<file path="src/rtl/gs_div_arbiter.sv">
// Round-robin front-end sharing one gs_div; optional WAIT abort counter under GS_DIV_ARB_TIMEOUT_EN.
// Response >= 4 cycles after grant (1 cycle for divide-by-zero); one job in flight, req_ready low until rsp handshake.
module gs_div_arbiter #(
   parameter int  NUM_REQ = 4,
   parameter int  T_BITS  = 72,
   parameter int  TIMEOUT = 31,
   localparam int ID_BITS = $clog2(NUM_REQ)
) (
   input  logic                      clk,
   input  logic                      rst,
   input  logic [NUM_REQ-1:0]        req_valid,
   output logic [NUM_REQ-1:0]        req_ready,
   input  logic [NUM_REQ*T_BITS-1:0] req_n,
   input  logic [NUM_REQ*T_BITS-1:0] req_d,
   output logic                      rsp_valid,
   input  logic                      rsp_ready,
   output logic [ID_BITS-1:0]        rsp_id,
   output logic [T_BITS-1:0]         rsp_q,
   output logic                      rsp_err,
   output logic                      div_rst,
   output logic [T_BITS-1:0]         div_n,
   output logic [T_BITS-1:0]         div_d,
   input  logic [T_BITS-1:0]         div_q,
   input  logic                      div_done
);

   typedef enum logic [1:0] {IDLE, START, WAIT, RESP} state_t;

   state_t             state;
   logic [ID_BITS-1:0] ptr;
   logic [ID_BITS-1:0] win_id;
   logic [ID_BITS-1:0] idx;
   logic               win_vld;
   logic               settle;
   logic [T_BITS-1:0]  sel_n;
   logic [T_BITS-1:0]  sel_d;

`ifdef GS_DIV_ARB_TIMEOUT_EN
   localparam int CNT_BITS = $clog2(TIMEOUT + 1);
   logic [CNT_BITS-1:0] wcnt;
`endif

   // First valid requester at or after the pointer wins.
   always_comb begin
      win_vld = 1'b0;
      win_id  = '0;
      idx     = '0;
      for (int k = 0; k < NUM_REQ; k++) begin
         idx = ID_BITS'((int'(ptr) + k) % NUM_REQ);
         if (!win_vld && req_valid[idx]) begin
            win_vld = 1'b1;
            win_id  = idx;
         end
      end
   end

   assign req_ready = (state == IDLE && !rst && win_vld) ? (NUM_REQ'(1) << win_id) : '0;
   assign sel_n     = req_n[int'(win_id)*T_BITS +: T_BITS];
   assign sel_d     = req_d[int'(win_id)*T_BITS +: T_BITS];

   always_ff @(posedge clk or posedge rst) begin
      if (rst) begin
         state     <= IDLE;
         ptr       <= '0;
         settle    <= 1'b0;
         div_rst   <= 1'b1;
         div_n     <= '0;
         div_d     <= '0;
         rsp_valid <= 1'b0;
         rsp_id    <= '0;
         rsp_q     <= '0;
         rsp_err   <= 1'b0;
`ifdef GS_DIV_ARB_TIMEOUT_EN
         wcnt      <= '0;
`endif
      end else begin
         case (state)
            IDLE: begin
               div_rst <= 1'b1;
               if (win_vld) begin
                  ptr    <= ID_BITS'((int'(win_id) + 1) % NUM_REQ);
                  rsp_id <= win_id;
                  if (sel_d == '0) begin
                     // Divider stays parked; answer immediately with saturated error.
                     rsp_q     <= '1;
                     rsp_err   <= 1'b1;
                     rsp_valid <= 1'b1;
                     state     <= RESP;
                  end else begin
                     div_n <= sel_n;
                     div_d <= sel_d;
                     state <= START;
                  end
               end
            end
            START: begin
               div_rst <= 1'b0;
               settle  <= 1'b1;
               state   <= WAIT;
`ifdef GS_DIV_ARB_TIMEOUT_EN
               wcnt    <= CNT_BITS'(1);
`endif
            end
            WAIT: begin
               settle <= 1'b0;
               if (div_done && !settle) begin
                  rsp_q     <= div_q;
                  rsp_err   <= 1'b0;
                  div_rst   <= 1'b1;
                  rsp_valid <= 1'b1;
                  state     <= RESP;
               end
`ifdef GS_DIV_ARB_TIMEOUT_EN
               else if (wcnt == CNT_BITS'(TIMEOUT)) begin
                  rsp_q     <= '1;
                  rsp_err   <= 1'b1;
                  div_rst   <= 1'b1;
                  rsp_valid <= 1'b1;
                  state     <= RESP;
               end else begin
                  wcnt <= wcnt + 1'b1;
               end
`endif
            end
            RESP: begin
               if (rsp_ready) begin
                  rsp_valid <= 1'b0;
                  state     <= IDLE;
               end
            end
            default: state <= IDLE;
         endcase
      end
   end

endmodule

</file>
<file path="config.mk">
export PLATFORM = sky130hd
export DESIGN_NAME = gs_div_arbiter
export DESIGN_NICKNAME = d
export VERILOG_FILES = /design/src/rtl/gs_div_arbiter.sv
export SDC_FILE = /design/constraint.sdc
export NUM_CORES = 1
export LEC_CHECK = 0
export ABC_CLOCK_PERIOD_IN_PS = 8300
export CAP_MARGIN = 10
export CORE_AREA = 2 2 341 343
export CTS_CLUSTER_DIAMETER = 40
export DETAILED_ROUTE_END_ITERATION = 7
export DIE_AREA = 0 0 343 345
export PLACE_DENSITY_LB_ADDON = 0.05
export SKIP_CTS_REPAIR_TIMING = 1
export SYNTH_ARGS = -nofsm -noshare
export SYNTH_HDL_FRONTEND = slang
export SYNTH_SLANG_ARGS = --single-unit
export TNS_END_PERCENT = 5
</file>
<file path="constraint.sdc">
create_clock -name clk -period 8.3 [get_ports clk]
set_input_delay 0.83 -clock clk [delete_from_list [all_inputs] [get_ports clk]]
set_output_delay 0.83 -clock clk [all_outputs]
set_load 0.01 [all_outputs]
</file>
==> results.ini, run 1 <==
[status]
status = finished, final reports clean

[sta]
final-hold-violation-count = 0
relative_max_transition_margin = 0.261
setup_repair_after_global_routing_missed_its_margin = false
tns_ns = 0
final.setup_skew_ns = 0.0191
period_share = 0.736
timing.final.setup_violations = 0
worst_pin_slew_ns = 1.11
maxSlewViolCount = 0
maxClockFrequency_ghz = 0.164
finalWorstPathRequiredPeriod_ns = 6.11

[global_routing]
antenna_found_initial = 35
via_count_of_the_first_global_routing_pass = 18000
global_route_wire_length_before_repair_um = 141000
globalRouteTotalUtil = 0.167
largest_net_degree_at_the_start_of_global_routing = 147
grt_overflow_total = 0

[routing]
detail_route.iter0.violations = 734
drt-vias-per-instance = 4.07
detailedRoute.firstPassIterationCount = 4
drt-total-wl_um = 103000
drc_errors = 0
detail-route-antenna-nets = 0
routedWlPerCell_um = 24.5
dr_total_vias = 17100

[yosys]
synth_cell_type_count = 44
postSynthAreaPerCell_um2 = 8.66
postSynthCellCount = 1774
main_flop_type_after_synthesis = sky130_fd_sc_hd__dfrtp_1
yosys_register_bits = 226
postSynth.asyncResetShare = 1.00
syn_area_um2 = 15400
seq_area_frac_synth = 0.368
synth-edff-count = 0
synth.net_count = 2440
synthesis.yosys.warnings = 0

[floorplan]
die_w_um = 343
fp.coreArea_um2 = 115000
row_count = 125
floorplan.die.height_um = 345
floorplan.initialDensity = 0.133
die-area_um2 = 118000
pin_count = 881

[power_and_ir_drop]
netSwitchingFraction = 0.396
powerDensity_nw_per_um2 = 388
power.total_mw = 11.0
p_switching_mw = 4.37
clock_power_share = 0.272
internal_power_of_the_cells_mw = 6.67
seq_power_share = 0.192
p_comb_frac = 0.536
static-leakage-power_nw = 12.1
max-vdd-ir-drop_uv = 208

[clock_tree]
tritoncts = built
clkLatencyLatePin_ns = 0.61
cts-htree-levels = 3
root_buffer = sky130_fd_sc_hd__clkbuf_16
clk_path_buf_depth = 3
clkSinkCount = 226
clkTransAtPathRegs_ns = 0.04
num_cts_buffers = 74

[run]
maxCapViolations = 0

[layout]
final_layout_size_suffix_gt1_frac = 0.120
final_area_um2 = 28400
area.growth.synth_to_final_pct = 85.0
nets_finish = 3267
num-fill-cells = 12600

[placement]
port_buffer_cells = 880
gp_routability_congestion = 0.866
dpl_cell_area_um2 = 25700
dp_hpwl_um = 78000

[worst_setup_path]
critPathLaunchType = input port
path_max_fanout = 106
crit_type = in -> reg
critical_path_arrival_ns = 6.58
required_ns = 8.77
critPathCaptureType = register

[worst_hold_path]
min_path_type = reg -> reg

## power by group through the flow
stage	clock (mW)	combinational, mW	sequential [mW]
2_1_floorplan	0	2.97	2.31
5_1_grt	3.16	6.45	2.20
6_report	3.00	5.92	2.11
4_1_cts	3.10	6.09	2.13
3_3_place_gp	0	6.01	2.12
3_5_place_dp	0	6.07	2.13
## routing by layer
layer | share of wire | vias up | global-route usage
met5 | 0.0017 | - | 0
met4 | 0.023 | 28 | 0.0518
met3 | 0.098 | 141 | 0.0732
met2 | 0.51 | 602 | 0.296
met1 | 0.37 | 8365 | 0.176
li1 | - | 7980 | -
## state kept, by name (all words and copies together) (netlist names)
register / flops
rsp_q: 72
ptr: 2
div_rst: 1
settle: 1
rsp_err: 1
div_n: 72
rsp_valid: 1
state: 2
rsp_id: 2
div_d: 72
## Yosys cell counts, drive strengths merged (2+ instances only)
| master | number | area share |
|---|---|---|
| dfrtp | 225 | 0.37 |
| and3 | 73 | 0.030 |
| o21ai | 5 | 0.0016 |
| nor3 | 3 | 0.0013 |
| a21boi | 2 | 0.00098 |
| nand2 | 296 | 0.072 |
| nor2b | 2 | 0.00081 |
| ha | 10 | 0.0081 |
| a31oi | 145 | 0.059 |
| mux2 | 145 | 0.11 |
| inv | 81 | 0.020 |
| nor4 | 19 | 0.0077 |
| o22ai | 72 | 0.029 |
| a31o | 72 | 0.041 |
| nand4 | 5 | 0.0020 |
| and2 | 4 | 0.0016 |
| mux2i | 218 | 0.14 |
| nor2 | 222 | 0.054 |
| clkbuf | 104 | 0.025 |
| buf | 48 | 0.018 |
| a21oi | 9 | 0.0032 |
## final timing paths
check / from / to / slack, ns / depth (start not counted)
worst min register to register: div_n[0] / div_n[0] / 0.48 / 1
max in group asynchronous: rst / div_d[26] / 6.22 / 3
min in group asynchronous: rst / rsp_q[54] / 0.78 / 2
worst max register to register: ptr[1] / div_n[0] / 2.45 / 13
worst min-delay path: div_n[0] / div_n[0] / 0.48 / 1
worst max-delay path: req_valid[0] / div_n[0] / 2.19 / 14
## critical path, stage by stage
cell and delay (ns):
sky130_fd_sc_hd__clkdlybuf4s50_1 0.59, sky130_fd_sc_hd__nor3b_1 0.22, sky130_fd_sc_hd__a21oi_1 0.09, sky130_fd_sc_hd__a21boi_4 0.19, sky130_fd_sc_hd__inv_8 0.36, sky130_fd_sc_hd__buf_4 0.74
sky130_fd_sc_hd__mux2i_1 0.26, sky130_fd_sc_hd__mux2i_1 0.12, sky130_fd_sc_hd__nor4_1 0.54, sky130_fd_sc_hd__nand4_1 0.26, sky130_fd_sc_hd__nor2_4 0.72, sky130_fd_sc_hd__a21oi_4 0.30
sky130_fd_sc_hd__buf_12 0.31, sky130_fd_sc_hd__mux2_1 0.44
## layout by cell type, fill, tap and decap left out, drive strengths merged, types with 73 or more instances in the layout
master,n
clkdlybuf4s50,880
dfrtp,225
clkbuf,106
mux2i,218
a31oi,145
mux2,145
nor2,222
nand2,296
and3,73
inv,83
## stage by stage
stage	instances	hold WS (ns)	util	worst slack [ns]
global placement	4049	0.469	0.223	1.79
floorplan	1774	0.484	-	1.28
detailed placement	4049	0.474	0.223	1.68
global route	4197	0.500	0.247	1.92
finish	4202	0.479	0.247	2.19
CTS	4185	0.483	0.247	2.38
## layout make-up
| type | instances | area [um2] | area share |
|---|---|---|---|
| Antenna cell | 17 | 42.5 | 0.00150 |
| Timing Repair Buffer | 903 | 9030 | 0.318 |
| Clock buffer | 106 | 2190 | 0.0772 |
| Inverter | 81 | 324 | 0.0114 |
| Multi-Input combinational cell | 1315 | 8800 | 0.310 |
| Tap cell | 1524 | 1910 | 0.0671 |
| Clock inverter | 30 | 469 | 0.0165 |
| Sequential cell | 226 | 5660 | 0.199 |
## cell families (layout without fill, tap and decap cells)
| family | after synthesis | in the layout | share of synthesized area |
|---|---|---|---|
| other | 0 | 17 | 0 |
| AOI/OAI and AO/OA | 312 | 312 | 0.139 |
| buffers and inverters | 233 | 1120 | 0.0636 |
| muxes | 363 | 363 | 0.248 |
| DFF | 226 | 226 | 0.368 |
| adders and majority gates | 10 | 10 | 0.00815 |
| and+or+nand+nor | 630 | 630 | 0.173 |
Note: power is estimated with default switching activity, not from simulation.
==> inputs of run 2 (changes only) <==
Settings changed: ABC_CLOCK_PERIOD_IN_PS 8300 to 6200.
Clock period 8.3 ns to 6.2 ns, I/O delays scaled along.
==> run 2 against run 1 <==
Effect of this change:
- non-clock buffer count rose by 13
- worst hold slack got worse by 0.0018 ns
- core utilization rose by 0.15 points
- sequential share of layout area fell by 0.12 points
- routed wire length fell by 1.9%
- cell count rose by 0.17%
- design area rose by 0.59%
- critical path depth did not move
- clock skew fell by 0.0038 ns
- first-iteration DRC count fell by 0.68%
- critical endpoint is now div_n[7]
- largest power group unchanged
==> results.ini, run 2 (synthesized netlist as in run 1, its figures left out) <==
[worst_hold_path]
hold_path_depth = 1  ; unchanged
timing.hold.worst.start = div_d[26]  ; was div_n[0]
min_path_type = reg -> reg  ; unchanged
worst_hold_path.endpoint = div_d[26]  ; was div_n[0]

[placement]
gp_routability_congestion = 0.843  ; was 0.866
port_buffer_cells = 880  ; unchanged
dpl_cell_area_um2 = 25800  ; was 25,700 um2
placement.setup.worst_slack_ns = 0.312  ; was 1.68 ns
dp_hpwl_um = 76000  ; was 78,000 um

[floorplan]
die_w_um = 343  ; unchanged
pin_count = 881  ; unchanged
fp.coreArea_um2 = 115000  ; unchanged
die-area_um2 = 118000  ; unchanged
floorplan.die.height_um = 345  ; unchanged
floorplan.initialDensity = 0.133  ; unchanged
row_count = 125  ; unchanged

[sta]
final.setup_skew_ns = 0.0153  ; was 0.0191 ns
finalWorstPathRequiredPeriod_ns = 5.22
setup_repair_after_global_routing_missed_its_margin = false  ; unchanged
post_layout_worst_setup_margin_ns = 0.978  ; was 2.19 ns
period_share = 0.842
worst_pin_slew_ns = 1.07  ; was 1.11 ns
relative_max_transition_margin = 0.284  ; was 0.261
maxClockFrequency_ghz = 0.192
tns_ns = 0  ; unchanged
maxSlewViolCount = 0  ; unchanged
timing.final.setup_violations = 0  ; unchanged
final-hold-violation-count = 0  ; unchanged

[global_routing]
global_route_wire_length_before_repair_um = 140000  ; was 141,000 um
largest_net_degree_at_the_start_of_global_routing = 147  ; unchanged
grt_overflow_total = 0  ; unchanged
antenna_found_initial = 18  ; was 35
via_count_of_the_first_global_routing_pass = 18000  ; about the same
globalRouteTotalUtil = 0.164  ; was 0.167

[layout]
nets_finish = 3284  ; was 3,267
final_layout_size_suffix_gt1_frac = 0.125  ; was 0.120
layout_commonest_cell = sky130_fd_sc_hd__clkdlybuf4s50_1  ; unchanged
mostFrequentLayoutCells = 880 x sky130_fd_sc_hd__clkdlybuf4s50_1, 294 x sky130_fd_sc_hd__nand2_1, 225 x sky130_fd_sc_hd__dfrtp_1  ; unchanged
area.growth.synth_to_final_pct = 86.1  ; was 85.0%
multi_input_comb_area_um2 = 8800  ; unchanged
final_area_um2 = 28600  ; was 28,400 um2
register_area_um2 = 5660  ; unchanged
reg_top3 = div_d (72), div_n (72), rsp_q (72)  ; unchanged
num-fill-cells = 12400  ; was 12.6k
layout.core_utilization = 0.248  ; was 0.247

[status]
status = finished, final reports clean  ; unchanged

[worst_setup_path]
reg2regPathDepth = 13  ; unchanged
crit_type = in -> reg  ; unchanged
critical_path.reg2reg.endpoint = div_n[7]  ; was div_n[0]
required_ns = 6.69  ; was 8.77 ns
ff2ff_setup_slack_ns = 1.05  ; was 2.45 ns
critPathLaunchType = input port  ; unchanged
critical_path_arrival_ns = 5.71  ; was 6.58 ns
critPathCaptureType = register  ; unchanged
path_max_fanout = 144  ; was 106
reg2reg_from = ptr[1]  ; unchanged

[routing]
detail-route-antenna-nets = 0  ; unchanged
drc_errors = 0  ; unchanged
detail_route.iter0.violations = 729  ; was 734
detailedRoute.firstPassIterationCount = 5  ; was 4
drt-vias-per-instance = 4.06  ; was 4.07
drt-total-wl_um = 101000  ; was 103,000 um
routedWlPerCell_um = 24.0  ; was 24.5 um
dr_total_vias = 17100  ; about the same

[clock_tree]
clk_path_buf_depth = 3  ; unchanged
clkLatencyLatePin_ns = 0.61  ; about the same
cts-htree-levels = 3  ; unchanged
tritoncts = built  ; unchanged
num_cts_buffers = 78  ; was 74
clkSinkCount = 226  ; unchanged
root_buffer = sky130_fd_sc_hd__clkbuf_16  ; unchanged
clkTransAtPathRegs_ns = 0.04  ; about the same

[power_and_ir_drop]
powerDensity_nw_per_um2 = 519  ; was 388 nW/um2
max-vdd-ir-drop_uv = 286  ; was 208 uV
static-leakage-power_nw = 12.2  ; was 12.1 nW
power.total_mw = 14.9  ; was 11.0 mW

[run]
maxCapViolations = 0  ; unchanged

-- run 2: changes by cell type in the layout (fill, tap and decap cells not counted), moves of 3 or more --
cell / previous run / this run
sky130_fd_sc_hd__diode_2: 17 / 5
sky130_fd_sc_hd__clkinv_2: 13 / 10
sky130_fd_sc_hd__buf_4: 19 / 30
sky130_fd_sc_hd__clkbuf_1: 12 / 16
sky130_fd_sc_hd__clkinvlp_4: 1 / 4
-- run 2: area by class of cell --
class / count / share of cell area
repair buffers: 916 / 0.320
multi-input cells: 1315 / 0.308
flip-flops and latches: 226 / 0.198
clock buffers: 111 / 0.0786
well taps: 1524 / 0.0667
clock inverters: 31 / 0.0174
inverters: 81 / 0.0112
diodes: 5 / 0.000438
-- run 2: critical path, stage by stage --
cell and delay (ns):
sky130_fd_sc_hd__clkdlybuf4s50_1 0.61, sky130_fd_sc_hd__nor3b_1 0.22, sky130_fd_sc_hd__a21oi_1 0.10, sky130_fd_sc_hd__a21boi_4 0.19
sky130_fd_sc_hd__inv_8 0.29, sky130_fd_sc_hd__buf_4 0.33, sky130_fd_sc_hd__mux2i_1 0.25, sky130_fd_sc_hd__mux2i_1 0.19
sky130_fd_sc_hd__nor4_1 0.69, sky130_fd_sc_hd__nand4_1 0.28, sky130_fd_sc_hd__nor3_4 0.49, sky130_fd_sc_hd__a21oi_4 0.11
sky130_fd_sc_hd__buf_12 0.26, sky130_fd_sc_hd__mux2_1 0.52
-- run 2: through the flow --
step,hold WS [ns],std cells
6_report,0.477,4209
5_1_grt,0.485,4207
4_1_cts,0.483,4204
3_5_place_dp,0.474,4062
3_3_place_gp,0.467,4062
2_1_floorplan,0.484,1774
-- run 2: metal layers --
layer / share of wire / vias up / global-route usage
met5: 0.0010 / - / 0
met4: 0.018 / 14 / 0.0333
met3: 0.075 / 124 / 0.0548
met2: 0.53 / 567 / 0.304
met1: 0.38 / 8397 / 0.180
li1: - / 8004 / -
-- run 2: worst max path at each step --
stage	start	endpoint	slack, ns	cells after the start
3_5_place_dp	req_valid[0]	rsp_q[1]	0.31	15
4_1_cts	ptr[1]	rsp_q[1]	0.97	14
3_3_place_gp	req_valid[0]	rsp_q[5]	0.29	15
5_1_grt	ptr[1]	rsp_q[0]	0.78	15
6_report	req_valid[0]	div_n[7]	0.98	14
2_1_floorplan	rst	div_d[0]	2.63	1
-- run 2: report_power, final --
part,leakage (nW),internal (mW),switching [mW],total (mW)
clock network,1.34,2.95,1.19,4.13
registers,2.60,2.28,0.551,2.83
logic,8.25,3.79,4.10,7.89
total,12.2,9.02,5.83,14.9
==> inputs of run 3 (changes only) <==
Settings changed: ABC_CLOCK_PERIOD_IN_PS 6200 to 5200.
Clock period 6.2 ns to 5.2 ns, I/O delays scaled along.
==> run 3 against run 2 <==
Effect of this change:
- highest routed layer unchanged
- count of clock-buffer cells in the layout shrank 16
- first-iteration DRC count shrank 6.4%
- clock skew grew 0.014 ns
- register-to-register slack lost 0.11 ns
- critical path depth shrank 6
- global-route usage shrank 0.16 points
- sequential cell count is the same
- largest power group unchanged
- via count grew 0.40%
- sequential power grew 19%
- worst hold slack is essentially flat
==> results.ini, run 3 (synthesized netlist as in run 1, its figures left out) <==
[status]
status = finished, final reports clean  ; unchanged

[worst_setup_path]
crit_path_end = req_ready[1]  ; was div_n[7]
critPathCaptureType = output pin  ; was register
reg2reg_from = ptr[1]  ; unchanged
critPathLaunchType = register  ; was input port
critical_path.reg2reg.endpoint = rsp_q[23]  ; was div_n[7]
crit_type = reg -> out  ; was in -> reg
ff2ff_setup_slack_ns = 0.94  ; was 1.05 ns
critical_path_arrival_ns = 3.86  ; was 5.71 ns
required_ns = 4.68  ; was 6.69 ns
path_max_fanout = 66  ; was 144
reg2regPathDepth = 15  ; was 13
crit_path_start = ptr[1]  ; was req_valid[0]

[clock_tree]
clkSinkCount = 226  ; unchanged
clk_path_buf_depth = 3  ; unchanged
clkLatencyLatePin_ns = 0.60  ; was 0.61 ns
tritoncts = built  ; unchanged
cts-htree-levels = 3  ; unchanged
root_buffer = sky130_fd_sc_hd__clkbuf_16  ; unchanged
clkTransAtPathRegs_ns = 0.04  ; about the same
num_cts_buffers = 74  ; was 78

[layout]
reg_top3 = div_d (72), div_n (72), rsp_q (72)  ; unchanged
layout_commonest_cell = sky130_fd_sc_hd__clkdlybuf4s50_1  ; unchanged
final_layout_size_suffix_gt1_frac = 0.130  ; was 0.125
nets_finish = 3291  ; was 3,284
area.growth.synth_to_final_pct = 87.4  ; was 86.1%
mostFrequentLayoutCells = 880 x sky130_fd_sc_hd__clkdlybuf4s50_1, 294 x sky130_fd_sc_hd__nand2_1, 225 x sky130_fd_sc_hd__dfrtp_1  ; unchanged
layout.core_utilization = 0.250  ; was 0.248

[sta]
relative_max_transition_margin = 0.268  ; was 0.284
period_share = 0.843
final.setup_skew_ns = 0.0289  ; was 0.0153 ns
post_layout_worst_setup_margin_ns = 0.815  ; was 0.978 ns
finalWorstPathRequiredPeriod_ns = 4.38
timing.final.setup_violations = 0  ; unchanged
maxClockFrequency_ghz = 0.228
tns_ns = 0  ; unchanged
worst_pin_slew_ns = 1.10  ; was 1.07 ns
final-hold-violation-count = 0  ; unchanged
maxSlewViolCount = 0  ; unchanged
setup_repair_after_global_routing_missed_its_margin = false  ; unchanged

[run]
maxCapViolations = 0  ; unchanged

[power_and_ir_drop]
clock_power_share = 0.275  ; was 0.278
internal_power_of_the_cells_mw = 10.8  ; was 9.02 mW
static-leakage-power_nw = 12.3  ; was 12.2 nW
max-vdd-ir-drop_uv = 316  ; was 286 uV
p_switching_mw = 6.99  ; was 5.83 mW
powerDensity_nw_per_um2 = 619  ; was 519 nW/um2
seq_power_share = 0.190  ; was 0.191
p_comb_frac = 0.535  ; was 0.531
netSwitchingFraction = 0.393  ; about the same

[routing]
detailedRoute.firstPassIterationCount = 5  ; unchanged
routedWlPerCell_um = 23.8  ; was 24.0 um
drt-total-wl_um = 100000  ; was 101,000 um
drc_errors = 0  ; unchanged
dr_total_vias = 17200  ; was 17.1k
detail_route.iter0.violations = 682  ; was 729
drt-vias-per-instance = 4.08  ; was 4.06
detail-route-antenna-nets = 0  ; unchanged

[floorplan]
floorplan.initialDensity = 0.133  ; unchanged
floorplan.die.height_um = 345  ; unchanged
die-area_um2 = 118000  ; unchanged
pin_count = 881  ; unchanged
row_count = 125  ; unchanged
die_w_um = 343  ; unchanged
fp.coreArea_um2 = 115000  ; unchanged

[placement]
gp_routability_congestion = 0.863  ; was 0.843
dp_hpwl_um = 77000  ; was 76,000 um
placement.setup.worst_slack_ns = 0.133  ; was 0.312 ns
port_buffer_cells = 880  ; unchanged

[global_routing]
largest_net_degree_at_the_start_of_global_routing = 147  ; unchanged
via_count_of_the_first_global_routing_pass = 17800  ; was 18.0k
global_route_wire_length_before_repair_um = 139000  ; was 140,000 um
grt_overflow_total = 0  ; unchanged
globalRouteTotalUtil = 0.163  ; was 0.164
antenna_found_initial = 31  ; was 18

[worst_hold_path]
timing.hold.worst.start = div_d[29]  ; was div_d[26]
min_path_type = reg -> reg  ; unchanged

## run 3: cell count changes in the layout (fill, tap and decap cells not counted), moves of 2 or more
cell	before	now
sky130_fd_sc_hd__buf_12	6	16
sky130_fd_sc_hd__bufinv_16	11	14
sky130_fd_sc_hd__clkbuf_1	16	6
sky130_fd_sc_hd__clkinv_2	10	14
sky130_fd_sc_hd__clkbuf_8	17	15
sky130_fd_sc_hd__clkbuf_16	78	74
## run 3: layer usage
layer	track usage	vias to the layer above	wire, um
li1	-	8030	-
met1	0.180	8415	38100
met2	0.298	569	52300
met3	0.0535	129	7800
met4	0.0373	32	1970
met5	0	-	207
## run 3: through the flow
stage / instances / area, um2 / hold slack, ns / total power, mW
2_1_floorplan: 1774 / 15400 / 0.484 / 8.43
3_3_place_gp: 4073 / 26000 / 0.469 / 13.1
3_5_place_dp: 4073 / 26000 / 0.474 / 13.2
4_1_cts: 4207 / 28800 / 0.483 / 18.3
5_1_grt: 4212 / 28800 / 0.495 / 19.0
6_report: 4213 / 28800 / 0.477 / 17.8
## run 3: cell type report
cell class | instances | area (um2)
antenna | 6 | 15.0
clock buffer | 95 | 2080
clock inverter | 39 | 642
fill | 12500 | 86300
inverter | 81 | 320
multi-input combinational | 1315 | 8800
sequential | 226 | 5660
tap | 1524 | 1910
timing repair buffer | 927 | 9360
## run 3: critical path, stage by stage, from the launching register on
cell	delay (ns)
sky130_fd_sc_hd__dfrtp_1	0.51
sky130_fd_sc_hd__a21oi_1	0.11
sky130_fd_sc_hd__o21a_1	0.19
sky130_fd_sc_hd__o22a_4	0.27
sky130_fd_sc_hd__inv_6	0.37
sky130_fd_sc_hd__buf_4	0.79
sky130_fd_sc_hd__ha_1	0.26
sky130_fd_sc_hd__and2_1	0.12
sky130_fd_sc_hd__clkdlybuf4s50_1	0.63
## run 3: how the worst min path moves through the flow
stage                     end  depth (start not counted)
floorplan              settle                          2
global placement    div_d[39]                          1
detailed placement  div_d[62]                          1
CTS                 div_d[47]                          1
global route        div_d[65]                          1
finish              div_d[29]                          1
## run 3: power by group through the flow
stage / Clock, mW / Sequential [mW] / Combinational (mW)
after global routing: 5.14 / 3.52 / 10.4
after global placement: 0 / 3.38 / 9.73
final: 4.90 / 3.38 / 9.53
after floorplan: 0 / 3.68 / 4.74
after detailed placement: 0 / 3.41 / 9.79
after CTS: 5.05 / 3.40 / 9.82
